File: src/rtl/uart_pkg.sv
// Shared constants for the memory-mapped UART controller: register addresses,
// CON register bit positions and the TX state encoding.
package uart_pkg;
   localparam logic [31:0] ADDR_TXD = 32'h4000_0018;
   localparam logic [31:0] ADDR_RXD = 32'h4000_001C;
   localparam logic [31:0] ADDR_CON = 32'h4000_0020;

   localparam int CON_TX_EMPTY  = 0;
   localparam int CON_TX_FULL   = 1;
   localparam int CON_RX_VALID  = 2;
   localparam int CON_TX_OVF    = 3;
   localparam int CON_RX_OVR    = 4;
   localparam int CON_TX_ACTIVE = 5;
   localparam int CON_RX_IRQ_EN = 6;
   localparam int CON_TX_IRQ_EN = 7;

   typedef enum logic [1:0] {
      TX_IDLE    = 2'd0,
      TX_START   = 2'd1,
      TX_WAIT_HI = 2'd2,
      TX_WAIT_LO = 2'd3
   } tx_state_e;
endpackage

File: src/rtl/uart_mmio_ctrl_if.sv
// CPU data-bus view of the UART controller: address, store data, strobes and
// the combinational load data returned by the block.
interface uart_mmio_ctrl_if;
   logic [31:0] addr;
   logic [31:0] wdata;
   logic [31:0] rdata;
   logic        mem_write;
   logic        mem_read;

   modport master (output addr, wdata, mem_write, mem_read, input rdata);
   modport slave  (input addr, wdata, mem_write, mem_read, output rdata);
endinterface

File: src/rtl/uart_tx_fifo.sv
// Synchronous FIFO for outgoing bytes. A push into a full FIFO is still
// accepted when a pop happens in the same cycle.
module uart_tx_fifo #(
   parameter int DEPTH = 4,
   parameter int WIDTH = 8,
   localparam int PW = $clog2(DEPTH),
   localparam int CW = PW + 1
) (
   input  logic             clk,
   input  logic             reset,
   input  logic             push,
   input  logic             pop,
   input  logic [WIDTH-1:0] wdata,
   output logic [WIDTH-1:0] rdata,
   output logic             full,
   output logic             empty,
   output logic [CW-1:0]    count
);
   logic [WIDTH-1:0] mem_q [DEPTH];
   logic [WIDTH-1:0] mem_d [DEPTH];
   logic [PW-1:0]    wr_ptr_q, wr_ptr_d, rd_ptr_q, rd_ptr_d;
   logic [CW-1:0]    count_q, count_d;
   logic             push_ok, pop_ok;

   assign full    = (count_q == CW'(DEPTH));
   assign empty   = (count_q == '0);
   assign count   = count_q;
   assign rdata   = mem_q[rd_ptr_q];
   assign pop_ok  = pop & ~empty;
   assign push_ok = push & (~full | pop_ok);

   always_comb begin
      mem_d    = mem_q;
      wr_ptr_d = wr_ptr_q;
      rd_ptr_d = rd_ptr_q;
      count_d  = count_q;
      if (push_ok) begin
         mem_d[wr_ptr_q] = wdata;
         wr_ptr_d        = wr_ptr_q + PW'(1);
      end
      if (pop_ok) rd_ptr_d = rd_ptr_q + PW'(1);
      unique case ({push_ok, pop_ok})
         2'b10:   count_d = count_q + CW'(1);
         2'b01:   count_d = count_q - CW'(1);
         default: count_d = count_q;
      endcase
   end

   // Storage carries no reset; the pointers and count define what is valid.
   always_ff @(posedge clk) begin
      mem_q <= mem_d;
   end

   always_ff @(posedge clk or posedge reset) begin
      if (reset) begin
         wr_ptr_q <= '0;
         rd_ptr_q <= '0;
         count_q  <= '0;
      end else begin
         wr_ptr_q <= wr_ptr_d;
         rd_ptr_q <= rd_ptr_d;
         count_q  <= count_d;
      end
   end
endmodule

File: src/rtl/uart_mmio_ctrl.sv
// Memory-mapped UART controller: TXD/RXD/CON register decode, TX drain FSM
// with start/busy handshake to the sender, RX holding register and irq.
module uart_mmio_ctrl
   import uart_pkg::*;
#(
   parameter int FIFO_DEPTH = 4
) (
   input  logic                   clk,
   input  logic                   reset,
   uart_mmio_ctrl_if.slave        bus,
   output logic [7:0]             tx_data,
   output logic                   tx_start,
   input  logic                   tx_busy,
   input  logic [7:0]             rx_data,
   input  logic                   rx_done,
   output logic                   irq
);
   localparam int CW = $clog2(FIFO_DEPTH) + 1;

   tx_state_e   state_q, state_d;
   logic [7:0]  tx_data_q, tx_data_d, rx_buf_q, rx_buf_d, fifo_head, con_val;
   logic        tx_start_q, tx_start_d, irq_q, irq_d;
   logic        rx_valid_q, rx_valid_d, rx_ovr_q, rx_ovr_d, tx_ovf_q, tx_ovf_d;
   logic        rx_irq_en_q, rx_irq_en_d, tx_irq_en_q, tx_irq_en_d;
   logic        txd_wr, con_wr, rxd_rd, fifo_pop, fifo_full, fifo_empty, tx_active;
   logic [CW-1:0] fifo_count;
   logic [31:0] rdata_c;
   logic        unused_bits;

   assign txd_wr = bus.mem_write && (bus.addr == ADDR_TXD);
   assign con_wr = bus.mem_write && (bus.addr == ADDR_CON);
   assign rxd_rd = bus.mem_read  && (bus.addr == ADDR_RXD);
   assign unused_bits = ^{bus.wdata[31:8], bus.wdata[5], bus.wdata[2:0], fifo_count};

   uart_tx_fifo #(.DEPTH(FIFO_DEPTH), .WIDTH(8)) u_fifo (
      .clk   (clk),
      .reset (reset),
      .push  (txd_wr),
      .pop   (fifo_pop),
      .wdata (bus.wdata[7:0]),
      .rdata (fifo_head),
      .full  (fifo_full),
      .empty (fifo_empty),
      .count (fifo_count)
   );

   assign tx_active = (state_q != TX_IDLE);
   assign tx_data   = tx_data_q;
   assign tx_start  = tx_start_q;
   assign irq       = irq_q;

   always_comb begin
      state_d    = state_q;
      fifo_pop   = 1'b0;
      tx_start_d = 1'b0;
      tx_data_d  = tx_data_q;
      unique case (state_q)
         TX_IDLE: begin
            if (!fifo_empty && !tx_busy) begin
               state_d    = TX_START;
               fifo_pop   = 1'b1;
               tx_data_d  = fifo_head;
               tx_start_d = 1'b1;
            end
         end
         TX_START:   state_d = TX_WAIT_HI;
         TX_WAIT_HI: if (tx_busy)  state_d = TX_WAIT_LO;
         TX_WAIT_LO: if (!tx_busy) state_d = TX_IDLE;
         default:    state_d = TX_IDLE;
      endcase
   end

   // Sticky flags: a set event in the same cycle as a write-1-to-clear wins.
   always_comb begin
      rx_buf_d    = rx_done ? rx_data : rx_buf_q;
      rx_valid_d  = rx_done | (rx_valid_q & ~rxd_rd);
      rx_ovr_d    = (rx_done & rx_valid_q & ~rxd_rd)
                  | (rx_ovr_q & ~(con_wr & bus.wdata[CON_RX_OVR]));
      tx_ovf_d    = (txd_wr & fifo_full & ~fifo_pop)
                  | (tx_ovf_q & ~(con_wr & bus.wdata[CON_TX_OVF]));
      rx_irq_en_d = con_wr ? bus.wdata[CON_RX_IRQ_EN] : rx_irq_en_q;
      tx_irq_en_d = con_wr ? bus.wdata[CON_TX_IRQ_EN] : tx_irq_en_q;
      irq_d       = (rx_irq_en_q & rx_valid_q) | (tx_irq_en_q & fifo_empty & ~tx_active);
   end

   always_comb begin
      con_val                = '0;
      con_val[CON_TX_EMPTY]  = fifo_empty;
      con_val[CON_TX_FULL]   = fifo_full;
      con_val[CON_RX_VALID]  = rx_valid_q;
      con_val[CON_TX_OVF]    = tx_ovf_q;
      con_val[CON_RX_OVR]    = rx_ovr_q;
      con_val[CON_TX_ACTIVE] = tx_active;
      con_val[CON_RX_IRQ_EN] = rx_irq_en_q;
      con_val[CON_TX_IRQ_EN] = tx_irq_en_q;
      rdata_c = '0;
      if (bus.mem_read) begin
         if (bus.addr == ADDR_RXD)      rdata_c = {24'b0, rx_buf_q};
         else if (bus.addr == ADDR_CON) rdata_c = {24'b0, con_val};
      end
   end

   assign bus.rdata = rdata_c;

   always_ff @(posedge clk or posedge reset) begin
      if (reset) begin
         state_q     <= TX_IDLE;
         tx_data_q   <= 8'h00;
         tx_start_q  <= 1'b0;
         irq_q       <= 1'b0;
         rx_buf_q    <= 8'h00;
         rx_valid_q  <= 1'b0;
         rx_ovr_q    <= 1'b0;
         tx_ovf_q    <= 1'b0;
         rx_irq_en_q <= 1'b0;
         tx_irq_en_q <= 1'b0;
      end else begin
         state_q     <= state_d;
         tx_data_q   <= tx_data_d;
         tx_start_q  <= tx_start_d;
         irq_q       <= irq_d;
         rx_buf_q    <= rx_buf_d;
         rx_valid_q  <= rx_valid_d;
         rx_ovr_q    <= rx_ovr_d;
         tx_ovf_q    <= tx_ovf_d;
         rx_irq_en_q <= rx_irq_en_d;
         tx_irq_en_q <= tx_irq_en_d;
      end
   end
endmodule

File: src/flat_wrapper.sv
// flat-port wrapper written by rule: the top's interface ports become plain ports
module uart_mmio_ctrl_flat import uart_pkg::*;
#(
   parameter int FIFO_DEPTH = 4
)
  (clk, reset, tx_data, tx_start, tx_busy, rx_data, rx_done, irq, bus_addr, bus_wdata, bus_mem_write, bus_mem_read, bus_rdata);
  uart_mmio_ctrl_if bus_i ();
  input  logic clk;
  input  logic reset;
  output logic [7:0] tx_data;
  output logic tx_start;
  input  logic tx_busy;
  input  logic [7:0] rx_data;
  input  logic rx_done;
  output logic irq;
  input wire logic [$bits(bus_i.addr)-1:0] bus_addr;
  input wire logic [$bits(bus_i.wdata)-1:0] bus_wdata;
  input wire logic [$bits(bus_i.mem_write)-1:0] bus_mem_write;
  input wire logic [$bits(bus_i.mem_read)-1:0] bus_mem_read;
  output wire logic [$bits(bus_i.rdata)-1:0] bus_rdata;
  assign bus_i.addr = bus_addr;
  assign bus_i.wdata = bus_wdata;
  assign bus_i.mem_write = bus_mem_write;
  assign bus_i.mem_read = bus_mem_read;
  assign bus_rdata = bus_i.rdata;
  uart_mmio_ctrl #(.FIFO_DEPTH(FIFO_DEPTH)) u_core (.clk(clk), .reset(reset), .bus(bus_i), .tx_data(tx_data), .tx_start(tx_start), .tx_busy(tx_busy), .rx_data(rx_data), .rx_done(rx_done), .irq(irq));
endmodule
File: config.mk
export PLATFORM = sky130hd
export DESIGN_NAME = uart_mmio_ctrl_flat
export DESIGN_NICKNAME = d
export VERILOG_FILES = /design/src/rtl/uart_pkg.sv /design/src/rtl/uart_mmio_ctrl_if.sv /design/src/rtl/uart_tx_fifo.sv /design/src/rtl/uart_mmio_ctrl.sv /design/src/flat_wrapper.sv
export SDC_FILE = /design/constraint.sdc
export NUM_CORES = 1
export LEC_CHECK = 0
export CORE_MARGIN = 4
export CORE_UTILIZATION = 40
export DETAILED_ROUTE_END_ITERATION = 7
export PLACE_DENSITY_LB_ADDON = 0.05
export SYNTH_ARGS = -nofsm -noshare
export SYNTH_HDL_FRONTEND = slang
export SYNTH_SLANG_ARGS = --single-unit
File: constraint.sdc
create_clock -name clk -period 3.5 [get_ports clk]
set_input_delay 0.875 -clock clk [delete_from_list [all_inputs] [get_ports clk]]
set_output_delay 0.875 -clock clk [all_outputs]
set_load 0.01 [all_outputs]
Yosys cells after proc, flatten, opt, wreduce, memory -nomap -nowiden --
Cells that the tools add are included.
Storage, ports and cells: register bits 64, input port bits 78, logic and storage cells 93
Operators by class: add/sub/neg operators 4, magnitude comparators 3, equal/unequal tests 12, muxes and demuxes 16, bitwise logic cells 28, reductions and logical operators 13
Operator list (number):
- $eq 32x31->1 const B | 3
- $mux 32 | 2
- $bwmux 32 | 1
- $mux 8 | 4
- $bmux 8 s2 | 1
- $demux 8 s2 | 1
- $and 1x1->1 | 14
- $pmux 2 s4 | 1
- $not 1->1 | 7
- $eq 2x2->1 const B | 3
- $ge 3x3->1 const B | 2
- $mux 2 | 3
- $not 2->3 | 2
- $pmux 3 s2 | 1
- $logic_and 1x1->1 | 5
- $or 1x1->1 | 5
- $add 2x1->2 const B | 2
- $eq 2x1->1 const B | 2
- $ne 2x2->1 const B | 2
- $reduce_bool 2->1 | 2
- $add 3x1->3 const B | 1
- $eq 3x3->1 const B | 1
- $logic_not 3->1 | 1
- $lt 3x1->1 const B | 1
- 7 further kinds | 9

Depth between registers and ports, before layout --
depth in word-level cells 10, depth in mapped cells 12

By module --
Synthesis repeated with hierarchy kept, for this count alone.
Unflattened totals: cell total of the unflattened synthesis 208, area total of the unflattened synthesis 3054.2 µm²
Modules (own cells, without submodules):
- uart_tx_fifo | instances 1, cells each 81, area each 1591.5 µm², seq. area each 1136.1 µm²
- uart_mmio_ctrl | instances 1, cells each 127, area each 1462.7 µm², seq. area each 625.6 µm²

Worst setup path before layout --
Ideal clock, no wire load.
path type input to output, start point input bus_addr[27], end point output bus_rdata[0], arrival 2.075 ns, required time 2.625 ns, slack 0.550 ns, stages on the path 4, path through nor4_1 > nand2_1 > nor3_2 > a22o_1
Between the ends: word-level cells in the longest chain between the ends 4
Ends and longest elaborated chain:
- start: declaration | line flat_wrapper.sv:16 | input wire logic [$bits(bus_i.addr)-1:0] bus_addr;
- $eq 32x31->1 | line uart_mmio_ctrl.sv:99 | else if (bus.addr == ADDR_CON) rdata_c = {24'b0, con_val};
- $mux 8 | line uart_mmio_ctrl.sv:99
- $mux 32 * | line uart_mmio_ctrl.sv:98 | if (bus.addr == ADDR_RXD) rdata_c = {24'b0, rx_buf_q};
- $mux 32 * | line uart_mmio_ctrl.sv:97 | if (bus.mem_read) begin
- end: declaration | line flat_wrapper.sv:20 | output wire logic [$bits(bus_i.rdata)-1:0] bus_rdata;
Mark *: on every way between the ends. The rest lies on a longest branch, timed or not.

Worst setup path in the final report --
start point input bus_addr[2], end point output bus_rdata[1]
Same word-level chain as after synthesis.

==> results.txt <==
The run finished with clean final reports. For the remaining antenna violation count, the log shows 0. The combinational fraction of design power is 0.120. The floorplan step set the die height to 95.9 um. The count of inserted antenna diode cells was 0; the effective utilization at floorplan was 0.420. The actual transition at the worst max-transition pin is 0.632 ns. The area share of the leading cell type in the synthesized netlist was 0.311. The routed layout has 1,954 vias.

The floorplan step defined a die boundary enclosing 0.00920 mm2. In the final layout, the multi-input gates occupy 0.00121 mm2. TritonCTS built the clock tree. In the final design database the tool counted 392 nets. The number of antenna violations at the first check in global routing is 0.

The aggregate global routing overflow was 0; the final clock period utilization by the worst path was 0.975. The tools report the latest clock arrival within the worst-skew pair as 0.34 ns. The routed length per instance came out at 15.3 um. Sorting the synthesized cells by how often they occur yields 32 x sky130_fd_sc_hd__dfrtp_1, 32 x sky130_fd_sc_hd__edfxtp_1, 24 x sky130_fd_sc_hd__buf_4, 19 x sky130_fd_sc_hd__mux2_2, 13 x sky130_fd_sc_hd__inv_1. The number of pins with negative max-slew slack in the final report was 0.

The run gives 0 ns as the final-layout setup total negative slack. Using the TritonRoute via totals, the vias-per-cell ratio works out to 4.79. The worst clock skew was 0.00768 ns. The run gives 33 as the largest net degree at the start of global routing. The warning count from the yosys run is 0. Along the worst path, the maximum fanout reaches 5.

Data arrival time of the critical path: 2.54 ns. The number of placed instances, taps included, is 382. The first global-routing pass estimated 9.78 mm of wire. Final hold slack: 0.510 ns.

The largest area contributor in the netlist is sky130_fd_sc_hd__edfxtp_1. The share of layout cells above drive strength 1 is 0.307, and the setup slack after layout is 0.0864 ns. The flip-flop and latch area was 0.00176 mm2. Total clock sinks: 64. The nature of the critical path endpoint was an output pin.

Power spread over the standard cell area amounts to 396 mW/mm2. The final HPWL from detailed placement was 4.54 mm. Ranked by total cell area, the synthesized netlist is headed by sky130_fd_sc_hd__edfxtp_1 31%, sky130_fd_sc_hd__dfrtp_1 26%, sky130_fd_sc_hd__mux2_2 6.9%, sky130_fd_sc_hd__buf_4 5.8%, sky130_fd_sc_hd__mux4_2 5.8%.

For the finished layout, the period the worst path requires is 3.41 ns. Final weighted congestion in routability-driven placement: 0.707. The finished cells cover 0.00423 mm2.

STA classifies the critical path startpoint as a primary input. Synthesis inferred 64 register bits. After filler insertion, the fill cell instance count of the layout stands at 622.

The net switching fraction of the power was 0.243; the wire length after detailed routing was 6.25 mm. Proportion of register bits with asynchronous set or reset after synthesis: 0.500. Across the run, the number of max-cap violations was 0. The worst slew margin relative to its limit came out at 0.579. At the worst endpoint, the required time is 2.62 ns.

The number of synthesized flops with an enable pin was 32. After detailed routing, the number of remaining DRC violations is 0. In this run the clock root is driven by a sky130_fd_sc_hd__clkbuf_8. In this run the number of H-tree levels came out at 3. The number of I/O port buffers is 71. The tools report the portion of the post-synthesis area used by sequential elements as 0.570.

The final instance count without filler cells came out at 408. Setup violations remaining at the end of the flow were counted as 0. In this run, distinct cell masters in the synthesized netlist total 41. The boundary pin count came out at 120.

The clock transition time at the flip-flop clock pins of the worst setup and hold paths was 0.07 ns; the clock group share of total power was 0.385. The tools report the via count of the first global-routing pass as 2,012. The gate count after technology mapping was 205. The min-delay analysis places its worst path in the category flop to flop. The die is 95.9 um wide. The design draws 1.68 mW.

The worst-case IR drop observed on VDD is 0.168 mV. A synthesized cell averages 15.1 um2. At the placement stage, the worst setup path has a slack of -0.361 ns.

The number of DRC markers in iteration 0 was 39; the signed area change from the synthesized netlist to the final layout was 36.9%. Based on the critical path, the design can be clocked at up to 293 MHz. The floorplan has 31 rows. For this run, the leading register cell type out of synthesis is sky130_fd_sc_hd__edfxtp_1. The critical path is of the primary input to output pin type. For this design the static power due to leakage is 1.89 nW. The total area inside the core boundary comes to 0.00737 mm2. Summed over all nets, the switching power comes to 407 uW. The post-synth design cell area was 0.00309 mm2.

The number of clock buffers added by TritonCTS is 9. The proportion of power drawn by flip-flops and latches is 0.495. For this run, the detailed router's first-pass iteration total came to 4. After detailed placement, the total cell area comes to 0.00391 mm2. The tools report the number of failing hold endpoints at the final stage as 0. The end-of-flow core utilization came out at 0.574. The longest clock path from root to sink contains 2 buffers. The run gives 0.146 as the global-route usage over all layers. Cell-internal power: 1.27 mW.
==> critical path, cell delays in order <==
cell,delay (ns)
sky130_fd_sc_hd__clkdlybuf4s50_1,0.45
sky130_fd_sc_hd__nor4b_4,0.34
sky130_fd_sc_hd__nand2_4,0.09
sky130_fd_sc_hd__nor4_4,0.23
sky130_fd_sc_hd__buf_6,0.16
sky130_fd_sc_hd__buf_4,0.10
sky130_fd_sc_hd__a32o_1,0.16
sky130_fd_sc_hd__buf_2,0.13
==> logic make-up after synthesis <==
kind of cell | synth area share
buffers and inverters | 0.0797
flip-flops | 0.570
adder cells (fa/ha/maj) | 0.0429
other | 0.00121
multiplexers | 0.136
XOR/XNOR | 0.0170
AND/OR/NAND/NOR | 0.113
AO/OA/AOI/OAI | 0.0413
==> cell type report <==
class                   count  area share
flip-flops and latches     64       0.416
multi-input cells         123       0.286
repair buffers             93       0.209
clock buffers              10      0.0325
well taps                  99      0.0293
clock inverters             6      0.0160
inverters                  13      0.0115
==> power groups by stage <==
stage	clock network (mW)	logic [mW]	registers, mW
floorplan	0	0.130	0.839
global placement	0	0.204	0.843
detailed placement	0	0.206	0.845
CTS	0.670	0.206	0.831
global route	0.709	0.224	0.833
finish	0.645	0.201	0.830
==> registers in the layout (all words and copies together) (netlist names), 2 cells and up <==
name,cells
u_core.rx_buf_q,8
u_core.u_fifo.wr_ptr_q,2
u_core.state_q,2
u_core.tx_data,8
u_core.u_fifo.count,3
u_core.u_fifo.mem_q,32
u_core.u_fifo.rd_ptr_q,2
==> worst paths after layout <==
kind                            slack, ns                         to              start  cells past startpoint
worst min-delay path                 0.51          u_core.tx_data[0]  u_core.tx_data[0]                      1
worst max register to register       1.14     u_core.u_fifo.count[2]  u_core.state_q[0]                     12
worst min register to register       0.51          u_core.tx_data[0]  u_core.tx_data[0]                      1
min in group asynchronous            0.94  u_core.u_fifo.wr_ptr_q[1]              reset                      3
worst max-delay path                 0.09               bus_rdata[1]        bus_addr[2]                      8
max in group asynchronous            2.26         u_core.rx_irq_en_q              reset                      3
==> layout by cell type (no fill, tap or decap), types with 3 or more instances in the layout <==
| master | synthesis | final |
|---|---|---|
| sky130_fd_sc_hd__conb_1 | 1 | 24 |
| sky130_fd_sc_hd__dfrtp_1 | 32 | 32 |
| sky130_fd_sc_hd__nor4_4 | 5 | 5 |
| sky130_fd_sc_hd__clkbuf_8 | 0 | 10 |
| sky130_fd_sc_hd__ha_1 | 9 | 9 |
| sky130_fd_sc_hd__buf_4 | 24 | 17 |
| sky130_fd_sc_hd__edfxtp_1 | 32 | 32 |
| sky130_fd_sc_hd__inv_1 | 13 | 13 |
| sky130_fd_sc_hd__xor2_1 | 3 | 3 |
| sky130_fd_sc_hd__mux2_2 | 19 | 19 |
| sky130_fd_sc_hd__nor4_2 | 2 | 3 |
| sky130_fd_sc_hd__clkdlybuf4s15_1 | 0 | 3 |
| sky130_fd_sc_hd__nand2_1 | 7 | 5 |
| sky130_fd_sc_hd__dlymetal6s2s_1 | 0 | 16 |
| sky130_fd_sc_hd__buf_6 | 0 | 5 |
| sky130_fd_sc_hd__and2_2 | 4 | 4 |
| sky130_fd_sc_hd__xnor2_1 | 3 | 3 |
| sky130_fd_sc_hd__buf_2 | 2 | 8 |
| sky130_fd_sc_hd__mux4_2 | 8 | 8 |
| sky130_fd_sc_hd__clkdlybuf4s50_1 | 0 | 42 |
| sky130_fd_sc_hd__a22o_1 | 7 | 7 |
| sky130_fd_sc_hd__nor2_1 | 6 | 6 |
==> layer usage <==
layer | track usage | vias to the layer above | wire, um
li1 | - | 908 | -
met2 | 0.235 | 88 | 2980
met3 | 0.0547 | 9 | 533
met5 | 0 | - | 0
met1 | 0.182 | 949 | 2670
met4 | 0.0462 | 0 | 72
==> what timing repair did <==
| item | 4_1_cts | 5_1_grt |
|---|---|---|
| setup buffers | 7 | 2 |
| gates resized for setup | 46 | 28 |
| endpoints found under the setup margin | 8 | 7 |
| hold buffers | 0 | 0 |
| pin swaps | 11 | 12 |
| cloned | 1 | 0 |
Note: power is estimated with default switching activity, not from simulation.
